[src/rtl/axi_chk_len_fifo.sv]
// Small FIFO of burst lengths used to pair address beats with their data.
// Ports:
//   aclk, arstn  - clock, asynchronous active-low reset
//   push, din    - write a length (ignored when full)
//   pop          - drop the head entry (ignored when empty)
//   full, empty  - occupancy flags
//   head         - oldest stored length (meaningless while empty)

module axi_chk_len_fifo #(
   parameter int DEPTH = 8,
   parameter int WIDTH = 4
) (
   input  logic             aclk,
   input  logic             arstn,
   input  logic             push,
   input  logic             pop,
   input  logic [WIDTH-1:0] din,
   output logic             full,
   output logic             empty,
   output logic [WIDTH-1:0] head
);

   localparam int PTR_W = $clog2(DEPTH);
   localparam int CNT_W = $clog2(DEPTH + 1);

   logic [WIDTH-1:0] mem [DEPTH];
   logic [PTR_W-1:0] rdPtr;
   logic [PTR_W-1:0] wrPtr;
   logic [CNT_W-1:0] count;
   logic             doPush;
   logic             doPop;

   assign full   = (count == CNT_W'(DEPTH));
   assign empty  = (count == '0);
   assign head   = mem[rdPtr];
   assign doPush = push & ~full;
   assign doPop  = pop & ~empty;

   // Storage only needs writing on a push; the pointers and count carry
   // all the state, so the array itself is left out of reset.
   always_ff @(posedge aclk) begin
      if (doPush) begin
         mem[wrPtr] <= din;
      end
   end

   // Pointers wrap naturally because DEPTH is a power of two. A
   // simultaneous push and pop leaves the count unchanged.
   always_ff @(posedge aclk or negedge arstn) begin
      if (!arstn) begin
         rdPtr <= '0;
         wrPtr <= '0;
         count <= '0;
      end else begin
         if (doPush) begin
            wrPtr <= wrPtr + 1'b1;
         end
         if (doPop) begin
            rdPtr <= rdPtr + 1'b1;
         end
         case ({doPush, doPop})
            2'b10:   count <= count + 1'b1;
            2'b01:   count <= count - 1'b1;
            default: count <= count;
         endcase
      end
   end

endmodule

[config.mk]
export PLATFORM = sky130hd
export DESIGN_NAME = axi_chk_len_fifo
export DESIGN_NICKNAME = d
export VERILOG_FILES = /design/src/rtl/axi_chk_len_fifo.sv
export SDC_FILE = /design/constraint.sdc
export NUM_CORES = 1
export LEC_CHECK = 0
export CAP_MARGIN = 25
export CORE_MARGIN = 2
export CORE_UTILIZATION = 55
export DETAILED_ROUTE_END_ITERATION = 8
export PLACE_DENSITY = 0.76
export SLEW_MARGIN = 30
export SYNTH_ARGS = -nofsm -noshare
export SYNTH_HDL_FRONTEND = slang
export SYNTH_SLANG_ARGS = --single-unit
[constraint.sdc]
create_clock -name aclk -period 6.7 [get_ports aclk]
set_clock_uncertainty 0.15 [all_clocks]
set_input_delay 0.67 -clock aclk [delete_from_list [all_inputs] [get_ports aclk]]
set_output_delay 0.67 -clock aclk [all_outputs]
set_load 0.01 [all_outputs]
==> flow_metrics.py <==
metrics = {
    "run_status": {
        "status": "completed",
    },
    "clock_network": {
        "hold_buffers": 0,
        "insertion_delay_ps": 350,
        "cts_resized": 0,
        "clock-sinks": 42,
        "post_cts_buffers": 0,
        "h-tree-depth": 2,
        "cts.path.max_buffers": 2,
        "clk_pin_slew_ps": 130,
        "numCtsBuffers": 5,
        "clock-root-buffer": "clkbuf_4",
        "cts_tree": "yes",
    },
    "detailed_routing": {
        "routed_wl_um": 3120,
        "drc": 0,
        "drt_iter0_drc": 44,
        "avgViaCountPerCell": 5.57,
        "antenna_left": 0,
        "vias": 986,
        "detail_route.wl_per_cell_um": 17.6,
        "dr.pass1.iters": 5,
    },
    "finish": {
        "final_common_cell": "edfxtp_1",
        "utilization": 0.635,
        "antenna_cells": 0,
        "drive_above_1_share": 0.183,
        "layout.cells.non_filler": 177,
        "layout_common_cells": "edfxtp_1, clkdlybuf4s50_1, dfrtp_1, mux4_2",
        "syn_to_final_growth_pct": 12.4,
        "fillers": 243,
        "finalNetCount": 144,
        "register_area_sq_mm": 0.00121,
        "multi_input_area_sq_um": 611,
    },
    "power": {
        "power.density_mw_per_mm2": 407,
        "p_seq_frac": 0.496,
        "p_comb_frac": 0.365,
        "pwr-share-clk": 0.140,
        "p_leak_nw": 0.725,
        "p_int_mw": 0.564,
        "p_sw_mw": 0.286,
        "peakVddDrop_uv": 188,
        "switching_share": 0.337,
    },
    "synth": {
        "netlist_top_cells_area": "edfxtp_1, dfrtp_1, mux4_2",
        "synth_fp_nets": 127,
        "synth_cell_types": 31,
        "yosys.area.top_type": "edfxtp_1",
        "synth_mux_area_frac": 0.139,
        "synth-simple-area-share": 0.0856,
        "seq_area_frac_synth": 0.652,
        "synth_top_area_frac": 0.518,
        "synth-seq-cells": 42,
        "syn_area_per_cell_sq_um": 16.4,
        "yosys_warnings": 0,
        "synthXorXnorAreaFrac": 0.0283,
        "synth_top_family_by_area": "multiplexers",
        "syn_area_sq_mm": 0.00186,
        "synthAdderAreaFrac": 0.0445,
        "syn_inst": 113,
        "synth-compound-area-share": 0.0317,
    },
    "setup_path": {
        "worst-path-max-fanout": 10,
        "worstPathArrival_ps": 2450,
        "reg2reg_slack_ps": 3830,
        "crit_path_end_kind": "primary output",
        "path_class": "register to primary output",
        "crit_required_ps": 5880,
        "cp-start-kind": "register",
    },
    "sta": {
        "setup_ws_ps": 3430,
        "relSlewSlack": 0.498,
        "period_share": 0.488,
        "setup-tns-final_ps": 0,
        "slew_violations": 0,
        "hold-worst-slack_ps": 389,
        "fmax_mhz": 306,
        "hold_violations": 0,
        "tightest_slew_ps": 747,
        "final-setup-viol-count": 0,
        "grt_setup_unrepaired": "false",
        "min_period_ps": 3270,
    },
    "placed_design": {
        "place_ws_ps": 3660,
        "gp_congestion": 0.764,
        "dp.cells": 169,
        "dp_hpwl_um": 2220,
        "io_buffers": 13,
    },
    "grt": {
        "grt_pass1_wl_um": 5150,
        "grt_pass1_vias": 1023,
        "grt_max_degree": 14,
        "grt_overflow": 0,
        "grtUsageTotal": 0.184,
        "antenna_found_initial": 0,
    },
    "run": {
        "maxCapViolCount": 0,
    },
    "floorplan": {
        "die_w_um": 62.1,
        "core-area_sq_mm": 0.00328,
        "initial_core_util": 0.565,
        "rows": 21,
        "die_h_um": 62.1,
        "boundaryPins": 14,
        "dieArea_sq_mm": 0.00386,
    },
    "worst_hold_path": {
        "min_path_type": "register to register",
    },
}
state kept, by name (all words and copies together) (netlist names):
register	cells
wrPtr	3
mem	32
count	4
rdPtr	3
kinds of logic (layout without fill, tap and decap cells):
logic type / Yosys count / count (layout)
flip-flops: 42 / 42
AND/OR/NAND/NOR: 28 / 28
buffers and inverters: 9 / 27
multiplexers: 15 / 15
XOR/XNOR: 6 / 6
adder cells (fa/ha/maj): 6 / 6
AO/OA/AOI/OAI: 7 / 7
power by group through the flow:
stage / sequential (mW) / clock (mW) / combinational (mW)
global route: 0.432 / 0.132 / 0.345
floorplan: 0.385 / 0 / 0.243
finish: 0.421 / 0.119 / 0.310
global placement: 0.424 / 0 / 0.299
detailed placement: 0.430 / 0 / 0.313
CTS: 0.423 / 0.123 / 0.314
final cells by class:
cell class	instances	area share
Tap cell	46	0.0276
Sequential cell	42	0.580
Clock buffer	6	0.0198
Clock inverter	2	0.00659
Inverter	6	0.0108
Timing Repair Buffer	13	0.0624
Multi-Input combinational cell	62	0.293
layer usage:
layer  wire, um  track usage  up-vias
met4         46       0.0667        0
met5          0            0        -
met2       1610        0.303       23
met1       1300        0.234      490
li1           -            -      467
met3        159       0.0525        6
worst paths after layout:
| check | endpoint | startpoint | depth (start not counted) |
|---|---|---|---|
| worst max register to register | count[3] | count[0] | 7 |
| worst min-delay path | wrPtr[0] | wrPtr[0] | 1 |
| max in group asynchronous | wrPtr[1] | arstn | 1 |
| min in group asynchronous | rdPtr[0] | arstn | 1 |
| worst max-delay path | head[0] | rdPtr[0] | 3 |
| worst min register to register | wrPtr[0] | wrPtr[0] | 1 |
Yosys cell counts, drive strengths merged:
cell type,n
xor2,1
buf,1
o211ai,1
dfrtp,10
a2111o,1
nand3b,1
fa,1
o311ai,1
inv,6
edfxtp,32
clkbuf,2
or4b,2
nor2,6
a21oi,2
nand2b,2
xnor2,5
mux4,8
mux2i,1
nor3b,3
mux2,6
ha,5
nor4,1
nand3,4
nand2,7
o21ai,1
o41ai,1
nor3,2
worst max-delay path: stages, from the launching register on:
cell,delay (ps)
dfrtp_1,750
mux4_2,590
mux2_2,270
clkdlybuf4s50_1,480
per-stage QoR:
stage | instance area (sq um) | total power, mW
after floorplan | 1860 | 0.628
after global placement | 2030 | 0.723
after detailed placement | 2030 | 0.742
after CTS | 2090 | 0.860
after global routing | 2090 | 0.909
final | 2090 | 0.849
No activity file was read; power rests on OpenSTA's default activity.
